==> config.mk <==
export PLATFORM = sky130hd
export DESIGN_NAME = fetch_sequencer
export DESIGN_NICKNAME = d
export VERILOG_FILES = /design/src/rtl/fetch_sequencer_pkg.sv /design/src/rtl/fetch_sequencer_pc_reg.sv /design/src/rtl/fetch_sequencer.sv
export SDC_FILE = /design/constraint.sdc
export NUM_CORES = 1
export LEC_CHECK = 0
export CAP_MARGIN = 25
export CORE_MARGIN = 2
export CORE_UTILIZATION = 25
export CTS_BUF_LIST = sky130_fd_sc_hd__clkbuf_4 sky130_fd_sc_hd__clkbuf_8
export DETAILED_ROUTE_END_ITERATION = 10
export PLACE_DENSITY = 0.6
export RECOVER_POWER = 100
export SYNTH_ARGS = -nofsm -noshare
export SYNTH_HDL_FRONTEND = slang
export SYNTH_HIERARCHICAL = 1
export SYNTH_SLANG_ARGS = --single-unit
==> constraint.sdc <==
create_clock -name clk -period 2.2 [get_ports clk]
set_input_delay 0.44 -clock clk [delete_from_list [all_inputs] [get_ports clk]]
set_output_delay 0.44 -clock clk [all_outputs]
set_load 0.01 [all_outputs]
==> src/rtl/fetch_sequencer_pkg.sv <==
// Shared types and constants for the instruction fetch sequencer.
package fetch_pkg;

    typedef enum logic [1:0] {
        LOAD = 2'd0,
        RUN  = 2'd1,
        HALT = 2'd2
    } state_e;

    localparam int unsigned             INSTR_W    = 32;
    localparam int unsigned             PC_STEP    = 4;
    localparam logic [INSTR_W-1:0]      HALT_INSTR = 32'h0;

endpackage

==> src/rtl/fetch_sequencer_pc_reg.sv <==
// Program counter register: sequential increment, redirect, word alignment
// and wrap to the instruction memory size.
module fetch_pc_reg
    import fetch_pkg::*;
#(
    parameter int unsigned      XLEN      = 32,
    parameter int unsigned      MEM_WORDS = 1024,
    parameter logic [XLEN-1:0]  RESET_PC  = '0
) (
    input  logic            clk,
    input  logic            reset,
    input  logic            init,
    input  logic            advance,
    input  logic            redirect_valid,
    input  logic [XLEN-1:0] redirect_pc,
    output logic [XLEN-1:0] pc
);

    localparam logic [XLEN-1:0] ADDR_MASK = XLEN'((MEM_WORDS * PC_STEP) - 1);

    logic [XLEN-1:0] pc_q;
    logic [XLEN-1:0] pc_d;
    logic            unused_rpc_bits;

    assign unused_rpc_bits = ^redirect_pc[1:0];

    // Next PC selection: init beats redirect beats advance.
    always_comb begin
        pc_d = pc_q;
        if (init) begin
            pc_d = RESET_PC & ADDR_MASK;
        end else if (redirect_valid) begin
            pc_d = {redirect_pc[XLEN-1:2], 2'b00} & ADDR_MASK;
        end else if (advance) begin
            pc_d = (pc_q + XLEN'(PC_STEP)) & ADDR_MASK;
        end
    end

    // PC state register.
    always_ff @(posedge clk) begin
        if (reset) pc_q <= RESET_PC;
        else       pc_q <= pc_d;
    end

    assign pc = pc_q;

endmodule

==> src/rtl/fetch_sequencer.sv <==
// Instruction fetch sequencer: loader-owned memory after reset, then one
// fetch per cycle into a registered IF stage with stall/redirect/halt.
// Optional build macro: FETCH_PERF_CNT_EN adds saturating fetch/stall counters.
module fetch_sequencer
    import fetch_pkg::*;
#(
    parameter int unsigned      XLEN      = 32,
    parameter int unsigned      MEM_WORDS = 1024,
    parameter logic [XLEN-1:0]  RESET_PC  = 32'h0
) (
    input  logic               clk,
    input  logic               reset,
    input  logic               load_valid,
    input  logic [XLEN-1:0]    load_addr,
    input  logic [INSTR_W-1:0] load_data,
    output logic               load_ready,
    input  logic               load_done,
    output logic [XLEN-1:0]    mem_addr,
    output logic               mem_we,
    output logic [INSTR_W-1:0] mem_wdata,
    input  logic [INSTR_W-1:0] mem_rdata,
    input  logic               stall,
    input  logic               redirect_valid,
    input  logic [XLEN-1:0]    redirect_pc,
    output logic               if_valid,
    output logic [XLEN-1:0]    if_pc,
    output logic [INSTR_W-1:0] if_instr,
    output logic               halted
`ifdef FETCH_PERF_CNT_EN
    ,
    output logic [31:0]        perf_fetch_cnt,
    output logic [31:0]        perf_stall_cnt
`endif
);

    state_e               state_q, state_d;
    logic                 if_valid_q, if_valid_d;
    logic [XLEN-1:0]      if_pc_q, if_pc_d;
    logic [INSTR_W-1:0]   if_instr_q, if_instr_d;
    logic                 halted_q, halted_d;
    logic [XLEN-1:0]      pc;
    logic                 pc_init, pc_adv, pc_redir;
    logic                 fetch_new, stall_cyc;
    logic                 unused_load_bits;

    assign unused_load_bits = ^load_addr[1:0];

    fetch_pc_reg #(
        .XLEN      (XLEN),
        .MEM_WORDS (MEM_WORDS),
        .RESET_PC  (RESET_PC)
    ) u_pc (
        .clk            (clk),
        .reset          (reset),
        .init           (pc_init),
        .advance        (pc_adv),
        .redirect_valid (pc_redir),
        .redirect_pc    (redirect_pc),
        .pc             (pc)
    );

    // FSM next state, IF stage next values and memory port drive.
    always_comb begin
        state_d    = state_q;
        if_valid_d = if_valid_q;
        if_pc_d    = if_pc_q;
        if_instr_d = if_instr_q;
        halted_d   = halted_q;
        load_ready = 1'b0;
        mem_we     = 1'b0;
        mem_addr   = pc;
        mem_wdata  = '0;
        pc_init    = 1'b0;
        pc_adv     = 1'b0;
        pc_redir   = 1'b0;
        fetch_new  = 1'b0;
        stall_cyc  = 1'b0;
        case (state_q)
            LOAD: begin
                load_ready = 1'b1;
                mem_we     = load_valid;
                mem_addr   = {load_addr[XLEN-1:2], 2'b00};
                mem_wdata  = load_data;
                if_valid_d = 1'b0;
                if (load_done) begin
                    state_d = RUN;
                    pc_init = 1'b1;
                end
            end
            RUN: begin
                if (redirect_valid) begin
                    pc_redir   = 1'b1;
                    if_valid_d = 1'b0;
                end else if (!stall) begin
                    if_pc_d    = pc;
                    if_instr_d = mem_rdata;
                    if (mem_rdata == HALT_INSTR) begin
                        if_valid_d = 1'b0;
                        halted_d   = 1'b1;
                        state_d    = HALT;
                    end else begin
                        if_valid_d = 1'b1;
                        pc_adv     = 1'b1;
                        fetch_new  = 1'b1;
                    end
                end else begin
                    stall_cyc = 1'b1;
                end
            end
            HALT: begin
                if_valid_d = 1'b0;
            end
            default: state_d = LOAD;
        endcase
        // Memory port is quiet while reset is held so it shows reset values.
        if (reset) begin
            load_ready = 1'b0;
            mem_we     = 1'b0;
            mem_addr   = '0;
            mem_wdata  = '0;
        end
    end

    // State and IF stage registers.
    always_ff @(posedge clk) begin
        if (reset) begin
            state_q    <= LOAD;
            if_valid_q <= 1'b0;
            if_pc_q    <= '0;
            if_instr_q <= '0;
            halted_q   <= 1'b0;
        end else begin
            state_q    <= state_d;
            if_valid_q <= if_valid_d;
            if_pc_q    <= if_pc_d;
            if_instr_q <= if_instr_d;
            halted_q   <= halted_d;
        end
    end

    assign if_valid = if_valid_q;
    assign if_pc    = if_pc_q;
    assign if_instr = if_instr_q;
    assign halted   = halted_q;

`ifdef FETCH_PERF_CNT_EN
    logic [31:0] perf_fetch_q, perf_stall_q;

    // Saturating fetch and stall event counters.
    always_ff @(posedge clk) begin
        if (reset) begin
            perf_fetch_q <= '0;
            perf_stall_q <= '0;
        end else begin
            if (fetch_new && (perf_fetch_q != '1)) perf_fetch_q <= perf_fetch_q + 32'd1;
            if (stall_cyc && (perf_stall_q != '1)) perf_stall_q <= perf_stall_q + 32'd1;
        end
    end

    assign perf_fetch_cnt = perf_fetch_q;
    assign perf_stall_cnt = perf_stall_q;
`else
    logic unused_perf_events;
    assign unused_perf_events = fetch_new ^ stall_cyc;
`endif

endmodule

==> results of run 1 <==
-- stage by stage --
stage | hold WS (ns) | util (%) | TNS [ns] | worst slack (ns)
floorplan | 0.4632 | - | -0.03772 | -0.03772
global placement | 0.4431 | 43.15 | -3.959 | -0.4632
detailed placement | 0.4463 | 43.15 | -4.332 | -0.5810
CTS | 0.4572 | 44.09 | -0.9003 | -0.1107
global route | 0.3676 | 45.39 | -0.05254 | -0.01775
finish | 0.3699 | 45.39 | 0 | 0.02179
-- final timing paths --
path,startpoint,to,slack [ns]
setup / recovery,redirect_valid,u_pc/pc[11]$_SDFFE_PP0P_,0.02
hold / removal,mem_rdata[28],if_instr[28]$_SDFFE_PP0P_,0.37
setup reg to reg,state_q[0]$_SDFFE_PP0P_,u_pc/pc[11]$_SDFFE_PP0P_,0.16
hold reg to reg,if_instr[24]$_SDFFE_PP0P_,if_instr[24]$_SDFFE_PP0P_,0.45
-- Yosys cell counts, types with 2 or more instances --
master / instances / area (um2)
o21ai_0: 5 / 25.02
xor2_1: 3 / 26.28
nand4_1: 4 / 25.02
and3_1: 35 / 219.0
a21oi_2: 6 / 52.55
nand3_1: 3 / 15.01
o211a_1: 2 / 20.02
nand2_1: 194 / 728.2
a31oi_1: 2 / 12.51
a2111oi_0: 3 / 26.28
buf_4: 23 / 172.7
o311a_1: 2 / 20.02
nor3_1: 3 / 15.01
dfxtp_1: 78 / 1562
a21oi_1: 91 / 455.4
inv_1: 4 / 15.01
o31ai_1: 2 / 15.01
buf_6: 6 / 67.56
buf_2: 6 / 30.03
nor4_1: 9 / 56.30
nand2b_1: 2 / 12.51
nor2_1: 9 / 33.78
clkbuf_1: 27 / 101.4
-- registers in the layout, summed over array words and instances, names as in the netlist --
name and count:
u_pc/pc 10, if_valid 1, if_instr 32, halted 1
state_q 2, if_pc 32
-- metal layers --
metal	vias to the layer above	global-route usage, %	share of wire [%]
met5	-	0	0
met1	2098	20.82	43
met2	168	28.04	48
li1	2277	-	-
met3	12	4.407	7.0
met4	0	4.731	1.0
-- cell families after synthesis --
group | Yosys count | synth area share, %
buffers and inverters | 67 | 9.997
and+or+nand+nor | 269 | 31.05
xor gates and xnor gates | 4 | 0.8973
adders and majority gates | 1 | 0.3204
DFF | 78 | 39.99
AOI/OAI and AO/OA | 119 | 17.40
muxes | 1 | 0.2563
other | 1 | 0.09603
-- tightest hold or removal path, stage by stage --
cell	delay [ns]
dlymetal6s2s_1	0.14
nand2_1	0.06
a21oi_1	0.05
-- report_power, final --
group          internal (W)  switching, W  total [W]
combinational      0.000422      0.000351   0.000773
sequential          0.00145     0.0000287    0.00148
clock              0.000418      0.000556   0.000974
-- timing repair --
item / in CTS / in global routing
cloned: 0 / 4
resized for setup: 64 / 31
endpoints found under the setup margin: 71 / 19
hold endpoints to repair: 0 / 0
pin swaps: 3 / 11
setup buffers: 2 / 2
-- final cells by class --
cell class	count	area (um2)
clock inverter	6	38.79
timing repair buffer	281	2779
inverter	5	18.77
multi-input combinational	417	2130
fill	1567	8333
tap	211	264.0
clock buffer	10	131.4
sequential	78	1564
==> impl_metrics.ini, run 1 <==
[global_routing]
antenna_found_initial = 0
grt_overflow_total = 0
grt_max_degree = 66
grt_pass1_vias = 4307
grt_use_total_pct = 16.58
grt_pass1_wl_um = 21710

[clock_tree]
clockBufferDepth = 2
cts_num_sinks = 78
root_buffer = clkbuf_8
path_clk_slew_ns = 0.09
cts_made_buffers = 9
htree_levels = 3
cts_tree = built
ctsHoldBuffers = 0
clk_latency_ns = 0.36

[min_path]
hold_class = in -> reg
holdPathStages = 3

[setup_path]
critPathKind = in -> reg
slowest_delay_ns = 0.58
crit_chain = clkdlybuf4s50_1, or4b_4, nor2_4, buf_6, nand3_4, or4b_4, a311oi_2
worstPathArrival_ns = 2.46
slowest_stage = or4b_4
r2r.worst_path.cells = 6
cp_max_fo = 5
required_ns = 2.48
cp.depth = 7
path_buf_inv = 2
crit_top_cell = or4b_4
path_delay_family = simple AND/OR/NAND/NOR gates
endpoint_kind = flop
start_kind = input pin

[pwr]
peakVddDrop_v = 0.0002667
power.density_nw_per_um2 = 465.7
power_w = 0.003225
leakage_nw = 3.236

[flow_run]
cap_violations = 0

[logic_synthesis]
netlist_area_um2 = 3905
synth_warnings = 6
synth-edff-count = 0
synthCells = 540
ys_ff_latch = 78
syn_avg_cell_area_um2 = 7.231
ys.flop_type = dfxtp_1
ys_types = 44
async_flop_share_pct = 0
yosysSeqAreaShare_pct = 39.99

[detailed_routing]
wire_per_inst_um = 14.91
wirelength_um = 15030
firstDrtPassIters = 4
vias = 4555
vias_per_cell = 4.519
ant_nets = 0
drc = 0
drtIter0Drc = 229

[floorplan]
die_h_um = 129.0
ios = 266
die_area_um2 = 16640
num_rows = 45
start_util_pct = 25.59
coreArea_um2 = 15260
die_w_um = 129.0

[timing]
period_share_pct = 99.01
clock_skew_ns = 0.01185
worst_pin_slew_ns = 0.7064
hold_viol = 0
max_freq_ghz = 0.4591
slew-limit-headroom_pct = 52.91
finalCriticalPeriod_ns = 2.178
maxSlewViolCount = 0
finalSetupViolations = 0

[placement]
hpwl_um = 10570
post_dp_cell_area_um2 = 6584
io_buffer_count = 239
place.gp.congestion = 0.7944
dp.cells = 984

[status]
status = completed

[finish]
fin_nets = 927
area_delta_synth_final_pct = 77.35
antennaDiodeCount = 0
final_common_cell = nand2_1
layout-drive-gt1-share_pct = 11.42
layout_common_cells = nand2_1, clkdlybuf4s50_1, a21oi_1, dfxtp_1, dlygate4sd3_1
stdcell_area_um2 = 6925
final_cell_count_no_fill = 1008
(Power assumes the default switching activity.)
==> run 2, diff against run 1 <==
- PLACE_DENSITY: 0.6 -> 0.67
- SYNTH_HIERARCHICAL: 1 -> default
==> run 2 against run 1 <==
  * Register-to-register slack better by 0.20 ns
  * Wire length down 26%
  * Combinational power decreased by 24%
  * Die area is 22% lower
  * Sequential share of layout area is 0.86 points lower
  * Synthesized cell count decreased by 26%
  * Non-clock buffer count decreased by 41
  * Clock power fell by 39%
  * Clock-buffer cell count decreased by 5
  * Sequential cell count down 22
  * Highest routed layer unchanged
==> impl_metrics.ini, run 2 <==
[timing]
slew-limit-headroom_pct = 65.20
clock_skew_ns = 0.01194
finalCriticalPeriod_ns = 2.125
hold_viol = 0
max_freq_ghz = 0.4706
finalSetupViolations = 0
worst_pin_slew_ns = 0.5089
holdWs_ns = 0.4564
maxSlewViolCount = 0
rsz0062_at_grt = false
period_share_pct = 96.58

[setup_path]
critPathKind = reg -> out
path_buf_inv = 3
worstPathArrival_ns = 1.68
slowest_delay_ns = 0.34
r2r_slack_ns = 0.36
crit_chain = or2_4, nor2_4, buf_12, buf_8, and2_4, clkdlybuf4s15_2
endpoint_kind = output pin
path_delay_family = simple AND/OR/NAND/NOR gates
r2r.worst_path.cells = 6
start_kind = flop
slowest_stage = dfxtp_2
required_ns = 1.76
cp.depth = 6
cp_max_fo = 14

[logic_synthesis]
synth_area_leaders = dfxtp_1, nand2_1, and2_1
synth_most_common_cell = nand2_1
syn_avg_cell_area_um2 = 7.473
ys_types = 33
synth_top_area_cell = dfxtp_1
synth_top_area_share_pct = 37.32
synth_warnings = 0
async_flop_share_pct = 0
ys.flop_type = dfxtp_1
synthCells = 402
ys_ff_latch = 56
yosys-top-cells-count = nand2_1, a21oi_1, dfxtp_1, and2_1, buf_4
yosysSeqAreaShare_pct = 37.32
netlist_area_um2 = 3004
synth-edff-count = 0

[min_path]
hold_class = reg -> reg
holdPathStages = 2

[global_routing]
grt_pass1_wl_um = 16840
grt_pass1_vias = 3390
grt_overflow_total = 0
antenna_found_initial = 0
grt_max_degree = 40
grt_use_total_pct = 16.41

[detailed_routing]
wirelength_um = 11110
wire_per_inst_um = 14.48
vias = 3452
firstDrtPassIters = 4
drtIter0Drc = 191
vias_per_cell = 4.501
ant_nets = 0
drc = 0

[clock_tree]
clk_latency_ns = 0.32
htree_levels = 2
cts_made_buffers = 5
cts_num_sinks = 56
cts_tree = built
root_buffer = clkbuf_8
clockBufferDepth = 2
path_clk_slew_ns = 0.11

[finish]
stdcell_area_um2 = 5166
final_common_cell = nand2_1
layout_common_cells = nand2_1, clkdlybuf4s50_1, a21oi_1, dfxtp_1, and2_1
post-route-util_pct = 43.55
layout-drive-gt1-share_pct = 8.710
antennaDiodeCount = 0
area_delta_synth_final_pct = 71.97
largest_register_ff_count = 32
fin_nets = 754

[pwr]
peakVddDrop_v = 0.0002194
leakage_nw = 2.091
power.density_nw_per_um2 = 436.1

[placement]
hpwl_um = 8878
place.gp.congestion = 0.8053
post_dp_cell_area_um2 = 5315
io_buffer_count = 217

[flow_run]
cap_violations = 0

[floorplan]
start_util_pct = 25.33
die_w_um = 113.6
die_area_um2 = 12910
ios = 266
coreArea_um2 = 11860
die_h_um = 113.6
num_rows = 40

[status]
status = completed
-- run 2: cell types whose count changed in the layout (fill, tap and decap cells not counted), moves of 25 or more --
cell           delta
and3_1           -34
a21oi_1          -25
nand2_1          -83
dlygate4sd2_1    -42
clkbuf_1         +31
and2_1           +51
-- run 2: layer usage --
layer  vias to the layer above  track usage (%)  share of wire (%)
met1                      1551            16.20                 34
met3                        15            3.188                7.8
li1                       1704                -                  -
met4                         0            7.154                3.6
met5                         -                0                  0
met2                       182            32.81                 54
-- run 2: layout make-up --
type	count	area, um2
flip-flops and latches	56	1122
repair buffers	240	2141
clock buffers	5	68.82
clock inverters	3	26.28
well taps	147	183.9
inverters	3	11.26
multi-input cells	313	1613
fillers	1203	6695
-- run 2: power by group --
part	internal, W	switching [W]
clock network	0.000235	0.000364
logic	0.000329	0.000261
registers	0.00104	0.0000230
-- run 2: metrics by stage --
step	total power (W)	instances	setup slack, ns	TNS [ns]
after floorplan	0.001329	425	0.3720	0
after global placement	0.001719	756	-0.07482	-0.08457
after detailed placement	0.001726	756	-0.05928	-0.09590
after CTS	0.002322	767	0.001198	0
after global routing	0.002384	767	0.01066	0
final	0.002253	767	0.07526	0
-- run 2: worst paths after layout --
path | startpoint | endpoint
worst max-delay path | state_q[1]$_SDFFE_PP0P_ | mem_addr[14]
worst min register to register | if_instr[30]$_SDFFE_PP0P_ | if_instr[30]$_SDFFE_PP0P_
worst max register to register | state_q[1]$_SDFFE_PP0P_ | u_pc.pc[11]$_SDFFE_PP0P_
worst min-delay path | if_instr[30]$_SDFFE_PP0P_ | if_instr[30]$_SDFFE_PP0P_
-- run 2: kinds of logic after synthesis --
kind of cell,after synthesis,share of synthesized area [%]
AO/OA/AOI/OAI,85,16.91
XOR/XNOR,8,2.332
adder cells (fa/ha/maj),1,0.4164
buffers and inverters,56,10.91
flip-flops,56,37.32
multiplexers,1,0.3332
other,1,0.1248
AND/OR/NAND/NOR,194,31.65
-- run 2: worst register-to-register path: stages (launching register included) --
cell	delay (ns)
dfxtp_2	0.34
buf_4	0.15
nor4b_2	0.44
nand2_1	0.20
a2111oi_4	0.33
xnor2_1	0.18
a21oi_1	0.10
-- run 2: timing repair --
action                     in CTS  in global routing
gates cloned                    2                  0
resized for setup             112                 69
pin swaps                       1                  0
hold buffers                    0                  0
setup endpoints to repair      64                 42
setup buffers                   1                  0
